### src/rtl/write_fsm_controller_if.sv
// Write-path controller bus: MC/counter flags and config in, state code and enables out.
// The master side is the MC plus the write counters; the slave side is the controller.
interface write_fsm_controller_if;
  logic       wr_en;
  logic [1:0] burstlength;
  logic       dram_crc_en;
  logic       phy_crc_mode;
  logic       preamble_done;
  logic       wrdata_done;
  logic       wrdata_crc_done;
  logic       data_burst_done;
  logic       postamble_done;
  logic       interamble_done;
  logic       interamble;
  logic [2:0] fsm_state;
  logic       dqs_oe;
  logic       dq_oe;
  logic       crc_insert;
  logic       busy;
  logic       timeout;

  modport master (
    output wr_en, burstlength, dram_crc_en, phy_crc_mode,
    output preamble_done, wrdata_done, wrdata_crc_done, data_burst_done,
    output postamble_done, interamble_done, interamble,
    input  fsm_state, dqs_oe, dq_oe, crc_insert, busy, timeout
  );

  modport slave (
    input  wr_en, burstlength, dram_crc_en, phy_crc_mode,
    input  preamble_done, wrdata_done, wrdata_crc_done, data_burst_done,
    input  postamble_done, interamble_done, interamble,
    output fsm_state, dqs_oe, dq_oe, crc_insert, busy, timeout
  );
endinterface

### src/rtl/write_fsm_controller.sv
// DDR5 PHY write-path sequencer: preamble, data (+CRC / burst extension), interamble or
// postamble, with registered Moore enables and a stuck-state watchdog.
module write_fsm_controller #(
  parameter int unsigned CRC_CYCLES = 1,
  parameter int unsigned TIMEOUT    = 64
) (
  input logic                   i_clk,
  input logic                   i_rst,
  write_fsm_controller_if.slave bus
);

  typedef enum logic [2:0] {
    IDLE   = 3'b000,
    PRE    = 3'b001,
    WRCRC  = 3'b010,
    POST   = 3'b011,
    INTER  = 3'b100,
    WRDATA = 3'b101,
    BURST  = 3'b110,
    CRC    = 3'b111
  } state_t;

  localparam int unsigned WDW = $clog2(TIMEOUT + 1);
  localparam int unsigned CW  = $clog2(CRC_CYCLES + 1);
  localparam logic [WDW-1:0] WD_MAX  = WDW'(TIMEOUT);
  localparam logic [WDW-1:0] WD_LAST = WDW'(TIMEOUT - 1);
  localparam logic [CW-1:0]  CRC_LAST = CW'(CRC_CYCLES - 1);

  state_t         state;
  state_t         next_state;
  state_t         resolve_state;
  state_t         data_state;
  logic [1:0]     bl;
  logic           mc_crc;
  logic           phy_crc;
  logic [WDW-1:0] wd;
  logic [CW-1:0]  crc_cnt;
  logic           relatch;
  logic           resolve_relatch;
  logic           wd_expire;
  logic           in_mc_crc;
  logic           in_phy_crc;
  logic           dqs_oe_q;
  logic           dq_oe_q;
  logic           crc_insert_q;
  logic           busy_q;
  logic           timeout_q;

  always_comb begin
    in_mc_crc  = bus.dram_crc_en & ~bus.phy_crc_mode;
    in_phy_crc = bus.dram_crc_en & bus.phy_crc_mode;
    // A follow-on burst picks its data state from the config it is about to latch.
    data_state = in_mc_crc ? WRCRC : WRDATA;

    resolve_relatch = 1'b0;
    if (bus.wr_en && bus.interamble) begin
      resolve_state = INTER;
    end else if (bus.wr_en) begin
      resolve_state   = data_state;
      resolve_relatch = 1'b1;
    end else begin
      resolve_state = POST;
    end

    wd_expire  = (state != IDLE) && (wd >= WD_LAST);
    next_state = state;
    relatch    = 1'b0;

    if (wd_expire) begin
      next_state = IDLE;
    end else begin
      case (state)
        IDLE:   if (bus.wr_en) begin
                  next_state = PRE;
                  relatch    = 1'b1;
                end
        PRE:    if (bus.preamble_done) next_state = mc_crc ? WRCRC : WRDATA;
        WRDATA: if (bus.wrdata_done) begin
                  if (bl == 2'b10) begin
                    next_state = BURST;
                  end else if (phy_crc) begin
                    next_state = CRC;
                  end else begin
                    next_state = resolve_state;
                    relatch    = resolve_relatch;
                  end
                end
        BURST:  if (bus.data_burst_done) begin
                  if (phy_crc) begin
                    next_state = CRC;
                  end else begin
                    next_state = resolve_state;
                    relatch    = resolve_relatch;
                  end
                end
        WRCRC:  if (bus.wrdata_crc_done) begin
                  next_state = resolve_state;
                  relatch    = resolve_relatch;
                end
        CRC:    if (crc_cnt == CRC_LAST) begin
                  next_state = resolve_state;
                  relatch    = resolve_relatch;
                end
        INTER:  if (bus.interamble_done) begin
                  next_state = data_state;
                  relatch    = 1'b1;
                end
        POST:   if (bus.postamble_done || bus.wr_en) begin
                  next_state = bus.wr_en ? PRE : IDLE;
                  relatch    = bus.wr_en;
                end
        default: next_state = IDLE;
      endcase
    end
  end

  always_ff @(posedge i_clk or posedge i_rst) begin
    if (i_rst) begin
      state        <= IDLE;
      bl           <= '0;
      mc_crc       <= 1'b0;
      phy_crc      <= 1'b0;
      wd           <= '0;
      crc_cnt      <= '0;
      dqs_oe_q     <= 1'b0;
      dq_oe_q      <= 1'b0;
      crc_insert_q <= 1'b0;
      busy_q       <= 1'b0;
      timeout_q    <= 1'b0;
    end else begin
      state <= next_state;

      if (wd_expire) begin
        bl      <= '0;
        mc_crc  <= 1'b0;
        phy_crc <= 1'b0;
      end else if (relatch) begin
        bl      <= bus.burstlength;
        mc_crc  <= in_mc_crc;
        phy_crc <= in_phy_crc;
      end

      if (next_state != state || next_state == IDLE) begin
        wd <= '0;
      end else if (wd != WD_MAX) begin
        wd <= wd + 1'b1;
      end

      if (next_state == CRC && state != CRC) begin
        crc_cnt <= '0;
      end else if (state == CRC) begin
        crc_cnt <= crc_cnt + 1'b1;
      end

      // Enables are decoded from the next state so they line up with the state register.
      dqs_oe_q     <= (next_state != IDLE);
      dq_oe_q      <= (next_state == WRDATA) || (next_state == WRCRC) ||
                      (next_state == BURST)  || (next_state == CRC);
      crc_insert_q <= (next_state == CRC);
      busy_q       <= (next_state != IDLE);
      timeout_q    <= wd_expire;
    end
  end

  assign bus.fsm_state  = state;
  assign bus.dqs_oe     = dqs_oe_q;
  assign bus.dq_oe      = dq_oe_q;
  assign bus.crc_insert = crc_insert_q;
  assign bus.busy       = busy_q;
  assign bus.timeout    = timeout_q;

endmodule

### src/flat_wrapper.sv
// flat-port wrapper written by rule: the top's interface ports become plain ports
module write_fsm_controller_flat 
#(
  parameter int unsigned CRC_CYCLES = 1,
  parameter int unsigned TIMEOUT    = 64
)
  (i_clk, i_rst, bus_wr_en, bus_burstlength, bus_dram_crc_en, bus_phy_crc_mode, bus_preamble_done, bus_wrdata_done, bus_wrdata_crc_done, bus_data_burst_done, bus_postamble_done, bus_interamble_done, bus_interamble, bus_fsm_state, bus_dqs_oe, bus_dq_oe, bus_crc_insert, bus_busy, bus_timeout);
  write_fsm_controller_if bus_i ();
  input logic i_clk;
  input logic i_rst;
  input wire logic [$bits(bus_i.wr_en)-1:0] bus_wr_en;
  input wire logic [$bits(bus_i.burstlength)-1:0] bus_burstlength;
  input wire logic [$bits(bus_i.dram_crc_en)-1:0] bus_dram_crc_en;
  input wire logic [$bits(bus_i.phy_crc_mode)-1:0] bus_phy_crc_mode;
  input wire logic [$bits(bus_i.preamble_done)-1:0] bus_preamble_done;
  input wire logic [$bits(bus_i.wrdata_done)-1:0] bus_wrdata_done;
  input wire logic [$bits(bus_i.wrdata_crc_done)-1:0] bus_wrdata_crc_done;
  input wire logic [$bits(bus_i.data_burst_done)-1:0] bus_data_burst_done;
  input wire logic [$bits(bus_i.postamble_done)-1:0] bus_postamble_done;
  input wire logic [$bits(bus_i.interamble_done)-1:0] bus_interamble_done;
  input wire logic [$bits(bus_i.interamble)-1:0] bus_interamble;
  output wire logic [$bits(bus_i.fsm_state)-1:0] bus_fsm_state;
  output wire logic [$bits(bus_i.dqs_oe)-1:0] bus_dqs_oe;
  output wire logic [$bits(bus_i.dq_oe)-1:0] bus_dq_oe;
  output wire logic [$bits(bus_i.crc_insert)-1:0] bus_crc_insert;
  output wire logic [$bits(bus_i.busy)-1:0] bus_busy;
  output wire logic [$bits(bus_i.timeout)-1:0] bus_timeout;
  assign bus_i.wr_en = bus_wr_en;
  assign bus_i.burstlength = bus_burstlength;
  assign bus_i.dram_crc_en = bus_dram_crc_en;
  assign bus_i.phy_crc_mode = bus_phy_crc_mode;
  assign bus_i.preamble_done = bus_preamble_done;
  assign bus_i.wrdata_done = bus_wrdata_done;
  assign bus_i.wrdata_crc_done = bus_wrdata_crc_done;
  assign bus_i.data_burst_done = bus_data_burst_done;
  assign bus_i.postamble_done = bus_postamble_done;
  assign bus_i.interamble_done = bus_interamble_done;
  assign bus_i.interamble = bus_interamble;
  assign bus_fsm_state = bus_i.fsm_state;
  assign bus_dqs_oe = bus_i.dqs_oe;
  assign bus_dq_oe = bus_i.dq_oe;
  assign bus_crc_insert = bus_i.crc_insert;
  assign bus_busy = bus_i.busy;
  assign bus_timeout = bus_i.timeout;
  write_fsm_controller #(.CRC_CYCLES(CRC_CYCLES), .TIMEOUT(TIMEOUT)) u_core (.i_clk(i_clk), .i_rst(i_rst), .bus(bus_i));
endmodule
### config.mk
export PLATFORM = sky130hd
export DESIGN_NAME = write_fsm_controller_flat
export DESIGN_NICKNAME = d
export VERILOG_FILES = /design/src/rtl/write_fsm_controller_if.sv /design/src/rtl/write_fsm_controller.sv /design/src/flat_wrapper.sv
export SDC_FILE = /design/constraint.sdc
export NUM_CORES = 1
export LEC_CHECK = 0
export CORE_MARGIN = 3
export CORE_UTILIZATION = 43
export CTS_CLUSTER_DIAMETER = 120
export DETAILED_ROUTE_END_ITERATION = 12
export PLACE_DENSITY = 0.66
export SLEW_MARGIN = 20
export SYNTH_ARGS = -nofsm -noshare
export SYNTH_HDL_FRONTEND = slang
export SYNTH_SLANG_ARGS = --single-unit
### constraint.sdc
create_clock -name i_clk -period 5.9 [get_ports i_clk]
set_clock_uncertainty 0.15 [all_clocks]
set_input_delay 1.18 -clock i_clk [delete_from_list [all_inputs] [get_ports i_clk]]
set_output_delay 1.18 -clock i_clk [all_outputs]
set_load 0.02 [all_outputs]
==> flow_summary.ini <==
[route]
routed_wl_um = 3280
wl_per_cell_um = 14.9
viasPerCell = 5.80
dr.first_iter.drc_count = 101
ant_nets = 0
vias = 1277
dr.pass1.iters = 4
drcViolationCount = 0

[grt]
grt_max_degree = 20
grt_pass1_vias = 1266
grt_pass1_wl_um = 5550
grt_antenna_before_repair = 0
gr-usage-all-layers_pct = 17.2
grt_overflow = 0

[sta]
worst_pin_slew_ns = 0.718
maxClockFrequency_mhz = 314
rsz0062_at_grt = false
relSlewSlack_pct = 52.1
post-route-period-util_pct = 54.0
finalSetupViolations = 0
finalHoldViolCount = 0
setup_tns_ns = 0
slew_violations = 0
period_minus_slack_ns = 3.19

[synthesis]
synth_compound_area_share_pct = 21.2
ys_warn_count = 0
mappedNetlistArea_mm2 = 0.00139
synthXorXnorAreaFrac_pct = 2.52
synth.distinct_cells = 51
synth_top_family_by_area = simple AND/OR/NAND/NOR gates
synth-seq-cells = 19
synth_ff_type = dfrtp_1
synth_simple_gate_area_share_pct = 28.1
syn-mean-instance-area_um2 = 8.67
synth.net_count = 176
async_flop_share_pct = 100
synth_seq_area_share_pct = 34.3
synthCells = 160
synth_mux_area_share_pct = 5.95
synth_edf_count = 0
synth_adder_area_share_pct = 1.80

[run_status]
outcome = complete, no violations

[run]
maxCapViolations = 0

[worst_hold_path]
hp-class = reg2reg
worstHoldStart = u_core.bl[0]$_DFFE_PP0P_
min_path_cells = 2
worst_hold_path.endpoint = u_core.bl[0]$_DFFE_PP0P_

[cts]
cts_root_buf = clkbuf_4
cts_setup_buffers = 0
cts-buffers-inserted = 3
cts_buffer_depth = 2
cts.htree.levels = 1
clkLatencyLatePin_ns = 0.29
path_clk_slew_ns = 0.10
cts_tree = built
cts_sinks = 19
cts-hold-fix-buffers = 0
cts_resized = 0

[final_layout]
largest_reg_flops = 7
final_common_cell = clkdlybuf4s50_1
layout_common_cells = clkdlybuf4s50_1, dfrtp_1, nand2_1
fin_area_mm2 = 0.00164
drive_above_1_share_pct = 6.74
top_register = u_core.wd
nNetsFinal = 195
area_growth_pct = 17.9
fillers = 280
n_antenna_cell = 0

[critical_path]
slowest_delay_ns = 0.66
worstSetupEndpointType = flop
required_ns = 5.91
r2r_start = u_core.bus.fsm_state[2]$_DFF_PP0_
ff2ff_setup_slack_ns = 3.39
cp_max_fo = 9
critPathLaunchType = input port
regToRegEndpoint = u_core.wd[5]$_DFFE_PP0P_
crit_chain = clkdlybuf4s50_1, inv_1, a211o_1, nand4_1, and4_2, mux2i_1, nor4_1
crit_type = in2reg
cp.arrival_ns = 3.20
cp_slowest_cell = clkdlybuf4s50_1
ff2ff_path_depth = 6

[power_and_ir_drop]
power_density_mw_per_mm2 = 367
ir_worst_vdd_mv = 0.164
leakagePower_uw = 0.000666

[place]
gp_congestion = 0.853
dp_hpwl_um = 2530
placed_area_mm2 = 0.00161
port_buffers = 21

[floorplan]
initial_core_util_pct = 47.5
io_pins = 22
core_mm2 = 0.00292
rows = 19
die_w_um = 62.8
dieArea_mm2 = 0.00394
die_h_um = 62.8
==> how the worst max path moves through the flow <==
stage / slack (ns) / startpoint / depth (start not counted) / endpoint
3_5_place_dp: 2.42 / bus_wr_en / 7 / u_core.wd[5]$_DFFE_PP0P_
6_report: 2.71 / bus_wr_en / 7 / u_core.wd[5]$_DFFE_PP0P_
4_1_cts: 2.75 / bus_wr_en / 7 / u_core.wd[5]$_DFFE_PP0P_
5_1_grt: 2.63 / bus_wr_en / 7 / u_core.wd[5]$_DFFE_PP0P_
2_1_floorplan: 3.18 / bus_phy_crc_mode / 6 / u_core.crc_cnt$_DFFE_PP0P_
3_3_place_gp: 2.47 / bus_wr_en / 7 / u_core.wd[4]$_DFFE_PP0P_
==> cell usage after synthesis, types with 3 or more instances <==
cell	number	share of area [%]
dfrtp_1	19	34
nor3_1	4	1.4
mux2i_1	6	4.3
nor2_1	11	3.0
nand2_1	12	3.2
nor4_1	7	3.2
a21oi_1	7	2.5
or3_1	3	1.4
buf_2	5	1.8
o21ai_0	6	2.2
inv_1	10	2.7
nand3_1	6	2.2
nor2b_1	6	2.7
nand2b_1	7	3.2
==> cell families (layout without fill, tap and decap cells) <==
logic type / after synthesis / in the layout
AOI/OAI and AO/OA: 38 / 38
xor gates and xnor gates: 4 / 4
adders and majority gates: 2 / 2
buffers and inverters: 18 / 36
DFF: 19 / 19
muxes: 8 / 8
other: 1 / 1
and+or+nand+nor: 70 / 70
==> layer usage <==
| layer | wire, um | share of wire (%) | global-route usage (%) | up-vias |
|---|---|---|---|---|
| li1 | - | - | - | 629 |
| met1 | 1460 | 45 | 22.1 | 590 |
| met2 | 1530 | 47 | 28.6 | 51 |
| met3 | 249 | 7.6 | 3.96 | 7 |
| met4 | 36 | 1.1 | 4.96 | 0 |
| met5 | 0 | 0 | 0 | - |
==> area by class of cell <==
| cell class | instances | area, um^2 | area share (%) |
|---|---|---|---|
| Multi-Input combinational cell | 123 | 831 | 50.8 |
| Sequential cell | 19 | 475 | 29.1 |
| Tap cell | 42 | 52.6 | 3.21 |
| Timing Repair Buffer | 21 | 210 | 12.8 |
| Inverter | 11 | 41.3 | 2.52 |
| Clock buffer | 4 | 26.3 | 1.61 |
==> worst max-delay path, delay by kind of cell <==
kind	cells	cell delay, ns
muxes	1	0.45
and+or+nand+nor	3	0.53
AOI/OAI and AO/OA	1	0.24
buffers and inverters	2	0.79
==> power by group <==
part           switching [uW]  internal [uW]  total [uW]
registers                57.3            162         219
clock network            38.1           26.3        64.4
logic                     181            135         316
total                     276            324         600
==> per-stage QoR <==
stage | cells | setup WS (ns) | util [%] | hold WS [ns] | total power, uW
floorplan | 160 | 3.18 | - | 0.354 | 446
global placement | 216 | 2.47 | 55.1 | 0.373 | 533
detailed placement | 216 | 2.42 | 55.1 | 0.385 | 537
CTS | 220 | 2.75 | 56.0 | 0.411 | 605
global route | 220 | 2.63 | 56.0 | 0.493 | 649
finish | 220 | 2.71 | 56.0 | 0.410 | 600
Power figures use the tool's default switching activity.
